## src/rtl/alu_md_control.sv

```systemverilog
// ALU control decode plus a radix-2 multi-cycle MULT/DIV sequencer with HI/LO.
// Stalls the single-cycle core while an iterative operation is in flight.
module alu_md_control #(
    parameter int WIDTH = 32,
    parameter bit MD_EN = 1'b1
) (
    input  logic             clk,
    input  logic             rst,
    input  logic             valid_i,
    input  logic [1:0]       ALUOp,
    input  logic [5:0]       funct,
    input  logic [WIDTH-1:0] rs_data,
    input  logic [WIDTH-1:0] rt_data,
    output logic [3:0]       ALUCtrl,
    output logic             stall_o,
    output logic             hilo_sel_o,
    output logic [WIDTH-1:0] hilo_rd_o,
    output logic [WIDTH-1:0] hi_o,
    output logic [WIDTH-1:0] lo_o
);
    localparam int CW = (WIDTH > 1) ? $clog2(WIDTH) : 1;

    typedef enum logic [1:0] {IDLE, BUSY, DONE} state_t;

    state_t             state_q, state_d;
    logic [CW-1:0]      count_q;
    logic [WIDTH-1:0]   hi_q, lo_q;
    logic [WIDTH-1:0]   ph_q, pl_q, b_q;
    logic               div_q, neg_q, rneg_q;

    logic               rtype, is_md, is_div, is_uns, issue, div0;
    logic               mthi, mtlo, last;
    logic               a_neg, b_neg;
    logic [WIDTH-1:0]   a_mag, b_mag;
    logic [WIDTH:0]     add_s, sub_s;
    logic [WIDTH-1:0]   nxt_hi, nxt_lo, fix_hi, fix_lo;
    logic [2*WIDTH-1:0] prod;

    always_comb begin
        ALUCtrl = 4'b0010;
        if (ALUOp == 2'b01) begin
            ALUCtrl = 4'b0110;
        end else if (ALUOp == 2'b10) begin
            case (funct)
                6'b100010, 6'b100011: ALUCtrl = 4'b0110;
                6'b100100:            ALUCtrl = 4'b0000;
                6'b100101:            ALUCtrl = 4'b0001;
                6'b100110:            ALUCtrl = 4'b0011;
                6'b100111:            ALUCtrl = 4'b1100;
                6'b101010:            ALUCtrl = 4'b0111;
                6'b101011:            ALUCtrl = 4'b1111;
                6'b000000:            ALUCtrl = 4'b0100;
                6'b000010:            ALUCtrl = 4'b0101;
                6'b000011:            ALUCtrl = 4'b1101;
                default:              ALUCtrl = 4'b0010;
            endcase
        end
    end

    assign rtype  = valid_i && (ALUOp == 2'b10);
    assign is_md  = MD_EN && rtype && (funct[5:2] == 4'b0110);
    assign is_div = funct[1];
    assign is_uns = funct[0];
    assign issue  = is_md && (state_q == IDLE);
    assign div0   = is_div && (rt_data == '0);
    assign mthi   = MD_EN && rtype && (funct == 6'b010001) && (state_q == IDLE);
    assign mtlo   = MD_EN && rtype && (funct == 6'b010011) && (state_q == IDLE);
    assign last   = (count_q == CW'(WIDTH - 1));

    assign hilo_sel_o = MD_EN && rtype &&
                        ((funct == 6'b010000) || (funct == 6'b010010));

    assign a_neg = !is_uns && rs_data[WIDTH-1];
    assign b_neg = !is_uns && rt_data[WIDTH-1];
    assign a_mag = a_neg ? -rs_data : rs_data;
    assign b_mag = b_neg ? -rt_data : rt_data;

    // ph:pl is the product accumulator (mult) or remainder:quotient (div)
    always_comb begin
        add_s = {1'b0, ph_q} + (pl_q[0] ? {1'b0, b_q} : '0);
        sub_s = {ph_q, pl_q[WIDTH-1]} - {1'b0, b_q};
        if (!div_q) begin
            nxt_hi = add_s[WIDTH:1];
            nxt_lo = {add_s[0], pl_q[WIDTH-1:1]};
        end else if (!sub_s[WIDTH]) begin
            nxt_hi = sub_s[WIDTH-1:0];
            nxt_lo = {pl_q[WIDTH-2:0], 1'b1};
        end else begin
            nxt_hi = {ph_q[WIDTH-2:0], pl_q[WIDTH-1]};
            nxt_lo = {pl_q[WIDTH-2:0], 1'b0};
        end
    end

    always_comb begin
        prod   = {nxt_hi, nxt_lo};
        fix_hi = nxt_hi;
        fix_lo = nxt_lo;
        if (!div_q) begin
            if (neg_q) prod = -prod;
            fix_hi = prod[2*WIDTH-1:WIDTH];
            fix_lo = prod[WIDTH-1:0];
        end else begin
            if (neg_q)  fix_lo = -nxt_lo;
            if (rneg_q) fix_hi = -nxt_hi;
        end
    end

    always_comb begin
        state_d = state_q;
        stall_o = 1'b0;
        case (state_q)
            IDLE: begin
                if (issue) begin
                    stall_o = 1'b1;
                    state_d = div0 ? DONE : BUSY;
                end
            end
            BUSY: begin
                stall_o = 1'b1;
                if (last) state_d = DONE;
            end
            DONE:    state_d = IDLE;
            default: state_d = IDLE;
        endcase
    end

    always_ff @(posedge clk) begin
        if (rst) begin
            state_q <= IDLE;
            count_q <= '0;
            hi_q    <= '0;
            lo_q    <= '0;
            ph_q    <= '0;
            pl_q    <= '0;
            b_q     <= '0;
            div_q   <= 1'b0;
            neg_q   <= 1'b0;
            rneg_q  <= 1'b0;
        end else begin
            state_q <= state_d;
            if (issue) begin
                count_q <= '0;
                ph_q    <= '0;
                pl_q    <= is_div ? a_mag : b_mag;
                b_q     <= is_div ? b_mag : a_mag;
                div_q   <= is_div;
                neg_q   <= a_neg ^ b_neg;
                rneg_q  <= a_neg;
                if (div0) begin
                    hi_q <= rs_data;
                    lo_q <= '1;
                end
            end else if (state_q == BUSY) begin
                ph_q    <= nxt_hi;
                pl_q    <= nxt_lo;
                count_q <= count_q + CW'(1);
                if (last) begin
                    hi_q <= fix_hi;
                    lo_q <= fix_lo;
                end
            end else begin
                if (mthi) hi_q <= rs_data;
                if (mtlo) lo_q <= rs_data;
            end
        end
    end

    assign hi_o      = MD_EN ? hi_q : '0;
    assign lo_o      = MD_EN ? lo_q : '0;
    assign hilo_rd_o = funct[1] ? lo_o : hi_o;

endmodule

```

## config.mk

```make
export PLATFORM = sky130hd
export DESIGN_NAME = alu_md_control
export DESIGN_NICKNAME = d
export VERILOG_FILES = /design/src/rtl/alu_md_control.sv
export SDC_FILE = /design/constraint.sdc
export NUM_CORES = 1
export LEC_CHECK = 0
export BUFFER_PORTS_ARGS = -buffer_cell sky130_fd_sc_hd__buf_4
export CAP_MARGIN = 30
export CORE_MARGIN = 2
export CORE_UTILIZATION = 40
export DETAILED_ROUTE_END_ITERATION = 8
export PLACE_DENSITY = 0.65
export SLEW_MARGIN = 5
export SYNTH_ARGS = -nofsm -noshare
export SYNTH_HDL_FRONTEND = slang
export SYNTH_SLANG_ARGS = --single-unit
```

## constraint.sdc

```tcl
create_clock -name clk -period 12.9 [get_ports clk]
set_input_delay 2.58 -clock clk [delete_from_list [all_inputs] [get_ports clk]]
set_output_delay 2.58 -clock clk [all_outputs]
set_load 0.005 [all_outputs]
```

==> key figures, run 1 <==
Flow run
  • Max_cap viols: 0

Logic synthesis
  • Most frequent cell after synthesis: nand2_1
  • Synth cell count leaders: nand2_1, nor2_1, a21oi_1, dfxtp_1, o21ai_0
  • Synth top area cells: dfxtp_1, a21oi_1, nand2_1
  • Synthesized cell area: 0.0167 mm^2
  • Synth top area share: 0.203
  • EDFF count, synth: 0
  • Post-Syn Instances: 2,342
  • Syn Nets: 2,489
  • Dominant synthesized flop cell: dfxtp_1
  • Yosys Warn Count: 0
  • Sequential element share of the synthesized area: 0.203
  • Mapped Avg Cell Area: 7.15 um^2
  • Synth Register Bits: 170
  • Post-synth ARST share: 0
  • Synth area leader: dfxtp_1
  • Netlist cell types: 99

STA
  • Final setup violation count: 0
  • Maximum clock frequency: 0.127 GHz
  • Fin Setup TNS: 0 ns
  • RSZ-0062 raised after global routing: false
  • Min Tclk post-route: 7.90 ns
  • Tcrit/Tclk final: 0.612
  • Rel. slew slack: 0.274
  • Post-Route Hold Slack: 0.473 ns
  • Fin. max-slew vios: 0
  • Worst-Margin Slew: 1.08 ns
  • Post-route clock skew: 0.0185 ns
  • Final hold vios: 0

Global route
  • Vias in the first global route: 17,500
  • Total GRT Usage: 0.326
  • GRT Residual Overflow: 0
  • GRT busiest layer: met2
  • Met3 usage: 0.0697
  • Met2 Use GR: 0.527
  • Largest net degree at the start of global routing: 73
  • Wire length of the first global-routing pass: 109,000 um
  • GRT met1 Usage: 0.405
  • Initial antenna violation count: 1

Clock tree
  • CTS Sinks: 170
  • Worst-Skew Late Latency: 0.48 ns
  • H-tree depth: 4
  • Root buffer cell: clkbuf_16
  • CTS resizes: 0
  • Postcts setup bufs: 0
  • Bufs on Longest Clock Path: 2
  • CTS tree: built
  • CTS Buf Count: 17
  • CTS Hold Bufs: 0
  • Worst-path clk slew: 0.07 ns

Power
  • P_leak: 0.00754 uW
  • Worst VDD drop: 0.0000944 V
  • Pwr Density: 70.7 mW/mm^2
  • Total power: 1340 uW

Setup path
  • Most used cell, CP: buf_4
  • Slowest-stage cell, CP: inv_1
  • Slowest cell delay on critical path: 0.64 ns
  • Worst EP arrival: 5.32 ns
  • CP Launch Type: input port
  • Req. time, crit path: 10.32 ns
  • Worst path bufs/invs: 5
  • Crit-path max FO: 43
  • CP Class: in2out
  • CP Capture Type: primary output
  • Crit path cell chain: buf_4 -> nor2_1 -> nand4_1 -> nor3_1 -> and2_1 -> buf_4 -> nor2_2 -> buf_4 -> inv_1 -> buf_4
  • CP delay by family, top: buffers and inverters

Layout
  • Nets@finish: 2,555
  • Share of cells above drive strength 1: 0.140
  • Synthesis-to-finish area growth: 13.2%
  • Final Cell Area: 0.0190 mm^2
  • Post-layout util: 0.461

Routing
  • DRT Wirelength: 72,800 um
  • Initial DRC count: 2,108
  • Drt drc: 0
  • Vias: 18,800
  • Final ANT Viol Nets: 0
  • Vias per cell: 6.36
  • DRT Pass-1 Iters: 6
  • DR WL/cell: 24.6 um

Hold path
  • Hold Path Class: reg2reg

Place
  • HPWL after detailed placement: 56,100 um
  • # port buffers: 176
  • Placed inst area: 0.0183 mm^2
  • Global placement routability congestion: 0.988

Floorplanning
  • # IOs: 177
  • # rows: 74
  • Core ar.: 0.0411 mm^2
  • Die Span Y: 209 um
  • Die width: 209 um
  • Die ar.: 0.0435 mm^2
  • Initial Util: 0.407

Status
  • Status: finished clean
[flip-flops by register name, indices dropped and copies added (netlist names)]
register  count
b_q          32
count_q       5
div_q         1
hi_o         32
lo_o         32
neg_q         1
ph_q         32
pl_q         32
rneg_q        1
state_q       2
[metrics by stage]
stage	cells	setup slack, ns
after global placement	2917	5.21
after floorplan	2342	6.17
final	2954	5.00
after global routing	2953	4.74
after detailed placement	2918	5.12
after CTS	2950	5.12
[layer usage]
| metal | up-vias | share of wire | wire length [um] |
|---|---|---|---|
| met2 | 906 | 0.46 | 33200 |
| met4 | 0 | 0.057 | 4120 |
| met3 | 198 | 0.092 | 6680 |
| met5 | - | 0 | 0 |
| li1 | 8738 | - | - |
| met1 | 8934 | 0.40 | 28800 |
[path summary, 6_finish.rpt]
kind / start / endpoint / slack, ns / depth (start not counted)
worst min register to register: count_q[4] / count_q[4] / 0.47 / 2
worst max-delay path: funct[2] / stall_o / 5.00 / 10
worst min-delay path: count_q[4] / count_q[4] / 0.47 / 2
worst max register to register: pl_q[31] / hi_o[30] / 6.39 / 22
[where the power goes]
group	internal (uW)	switching, uW
Combinational	87.0	173
Sequential	528	4.99
Clock	267	280
[worst min-delay path, stage by stage (launching register included)]
cell and delay, ns:
dfxtp_1 0.32, nand2_1 0.06, a21oi_1 0.05
[layout by cell type, fill, tap and decap left out, types with 70 or more instances in the layout]
master,count
o21ai_0,126
nor3_1,70
a21oi_1,233
nand2_1,285
buf_4,201
xnor2_1,80
nor2_1,245
xor2_1,72
dfxtp_1,169
ha_1,70
[logic make-up after synthesis]
kind of cell	count (synthesis)	share of synthesized area
simple gates	882	0.253
compound gates	767	0.304
buf+inv	216	0.0527
flops	170	0.203
xor+xnor	152	0.0795
mux	83	0.0529
fa+ha+maj	72	0.0547
[area by class of cell]
class | instances | area (um^2)
Sequential cell | 170 | 3410
Fill cell | 4259 | 22100
Multi-Input combinational cell | 1956 | 12500
Clock inverter | 14 | 170
Clock buffer | 18 | 439
Antenna cell | 1 | 2.50
Inverter | 59 | 221
Timing Repair Buffer | 204 | 1570
Tap cell | 532 | 666
No activity file was read; power rests on OpenSTA's default activity.
==> run 2, diff against run 1 <==
--- a/config.mk
+++ b/config.mk
@@ -10,7 +10,7 @@
 export CORE_MARGIN = 2
 export CORE_UTILIZATION = 40
 export DETAILED_ROUTE_END_ITERATION = 8
-export PLACE_DENSITY = 0.65
+export PLACE_DENSITY = 0.67
 export SLEW_MARGIN = 5
 export SYNTH_ARGS = -nofsm -noshare
 export SYNTH_HDL_FRONTEND = slang
==> constraint.sdc (replaced) <==
create_clock -name clk -period 6.82 [get_ports clk]
set_input_delay 1.364 -clock clk [delete_from_list [all_inputs] [get_ports clk]]
set_output_delay 1.364 -clock clk [all_outputs]
set_load 0.005 [all_outputs]
==> run 2 against run 1 <==
Die area unchanged; clock-buffer cell count did not move; cell area increased by 0.48%; non-clock buffer count is 13 higher; setup slack got worse by 4.6 ns; combinational power rose by 95%; global-route usage is 0.38 points higher; clock power increased by 85%; critical path type is now reg2reg.
==> key figures, run 2 (same netlist as run 1, synthesis figures left out) <==
Clock tree
  • Root buffer cell: clkbuf_16
  • CTS Sinks: 170
  • Postcts setup bufs: 0
  • Worst-path clk slew: 0.08 ns
  • CTS tree: built
  • CTS Buf Count: 17
  • Worst-Skew Late Latency: 0.48 ns
  • CTS resizes: 0
  • Bufs on Longest Clock Path: 2
  • CTS Hold Bufs: 0
  • H-tree depth: 4

Hold path
  • Min-delay src: count_q[4]
  • Number of cells on the worst hold path: 2
  • Hold Path Class: reg2reg
  • Worst Hold Path EP: count_q[4]

Layout
  • Most common cell after layout, fill and taps aside: nand2_1
  • Filler cells: 4,225
  • Share of cells above drive strength 1: 0.144
  • Nets@finish: 2,568
  • Synthesis-to-finish area growth: 13.8%
  • Area of the multi-input gates: 0.0125 mm^2
  • Most frequent cells in the layout: nand2_1, nor2_1, a21oi_1
  • Register area: 0.00341 mm^2
  • Post-layout util: 0.464
  • Diode count: 0

Place
  • # port buffers: 176
  • HPWL after detailed placement: 56,500 um
  • Global placement routability congestion: 1.00
  • Pre-CTS setup slack: 0.624 ns

Power
  • Worst VDD drop: 0.000186 V
  • Total power: 2530 uW
  • P_leak: 0.00760 uW
  • Pwr Density: 133 mW/mm^2

STA
  • Final setup violation count: 0
  • Rel. slew slack: 0.278
  • Setup WS post-layout: 0.363 ns
  • Fin. max-slew vios: 0
  • Post-route clock skew: 0.0216 ns
  • Maximum clock frequency: 0.155 GHz
  • Final hold vios: 0
  • RSZ-0062 raised after global routing: false
  • Min Tclk post-route: 6.46 ns
  • Fin Setup TNS: 0 ns
  • Tcrit/Tclk final: 0.947
  • Worst-Margin Slew: 1.08 ns

Global route
  • Vias in the first global route: 18,100
  • Total GRT Usage: 0.329
  • Wire length of the first global-routing pass: 110,000 um
  • GRT Residual Overflow: 0
  • Largest net degree at the start of global routing: 91
  • Initial antenna violation count: 1

Routing
  • DRT Wirelength: 73,100 um
  • Drt drc: 0
  • Vias: 19,200
  • Final ANT Viol Nets: 0
  • Initial DRC count: 2,105
  • DR WL/cell: 24.7 um
  • Vias per cell: 6.46
  • DRT Pass-1 Iters: 7

Floorplanning
  • Die ar.: 0.0435 mm^2
  • Core ar.: 0.0411 mm^2
  • Die width: 209 um
  • Initial Util: 0.407
  • # IOs: 177
  • Die Span Y: 209 um
  • # rows: 74

Setup path
  • Crit-path max FO: 6
  • Req. time, crit path: 7.19 ns
  • Worst EP arrival: 6.83 ns
  • R2R cell count: 22
  • Crit path from: pl_q[31]
  • CP Class: reg2reg
  • CP Capture Type: flop
  • CP Launch Type: flop
  • FF-to-FF setup slack: 0.36 ns
  • FF-to-FF End: hi_o[30]
  • RR Startpoint: pl_q[31]

Flow run
  • Max_cap viols: 0

Status
  • Status: finished clean
[run 2: critical path: stages, from the launching register on]
cell and delay, ns:
dfxtp_1 0.45, inv_1 0.12, ha_1 0.23, fa_1 0.42
nand2b_1 0.20, a21oi_1 0.46, o21ai_2 0.24, a21bo_2 0.30
a21oi_4 0.17, nor3_2 0.10, nor2_1 0.13, ha_1 0.21
o21ai_1 0.08, or4_1 0.58, or4_1 0.48, or2_1 0.26
nor4_1 0.26, a31oi_1 0.12, nor3_1 0.44, nand4b_1 0.20
o31a_1 0.33, or3_1 0.37, a21o_1 0.18
[run 2: how the worst max path moves through the flow]
stage | endpoint | slack (ns) | depth (start not counted)
final | hi_o[30] | 0.36 | 22
after global routing | hi_o[30] | 0.11 | 22
after CTS | hi_o[30] | 0.60 | 22
after detailed placement | hi_o[30] | 0.62 | 22
after global placement | hi_o[30] | 0.71 | 22
after floorplan | hi_o[30] | 1.53 | 22
[run 2: stage by stage]
| step | cell area [um^2] | instances | hold slack, ns |
|---|---|---|---|
| after floorplan | 16700 | 2342 | 0.440 |
| after global placement | 18400 | 2926 | 0.446 |
| after detailed placement | 18400 | 2928 | 0.456 |
| after CTS | 19000 | 2960 | 0.466 |
| after global routing | 19100 | 2966 | 0.483 |
| final | 19100 | 2966 | 0.468 |
[run 2: area by class of cell]
class                      instances  area share
clock buffer                      18      0.0225
sequential                       170       0.179
multi-input combinational       1956       0.655
clock inverter                    14     0.00768
timing repair buffer             217      0.0890
tap                              532      0.0349
inverter                          59      0.0116
[run 2: where the power goes]
part | internal (uW) | total [uW] | switching [uW]
registers | 999 | 1010 | 9.12
logic | 174 | 508 | 334
clock network | 491 | 1010 | 522
total | 1660 | 2530 | 865
[run 2: metal layers]
layer / GRT usage / up-vias / share of wire / wire length (um)
met2: 0.521 / 1025 / 0.45 / 32800
met3: 0.0586 / 191 / 0.086 / 6260
li1: - / 8759 / - / -
met5: 0 / - / 0.000096 / 7
met1: 0.425 / 9181 / 0.41 / 29800
met4: 0.184 / 2 / 0.058 / 4270
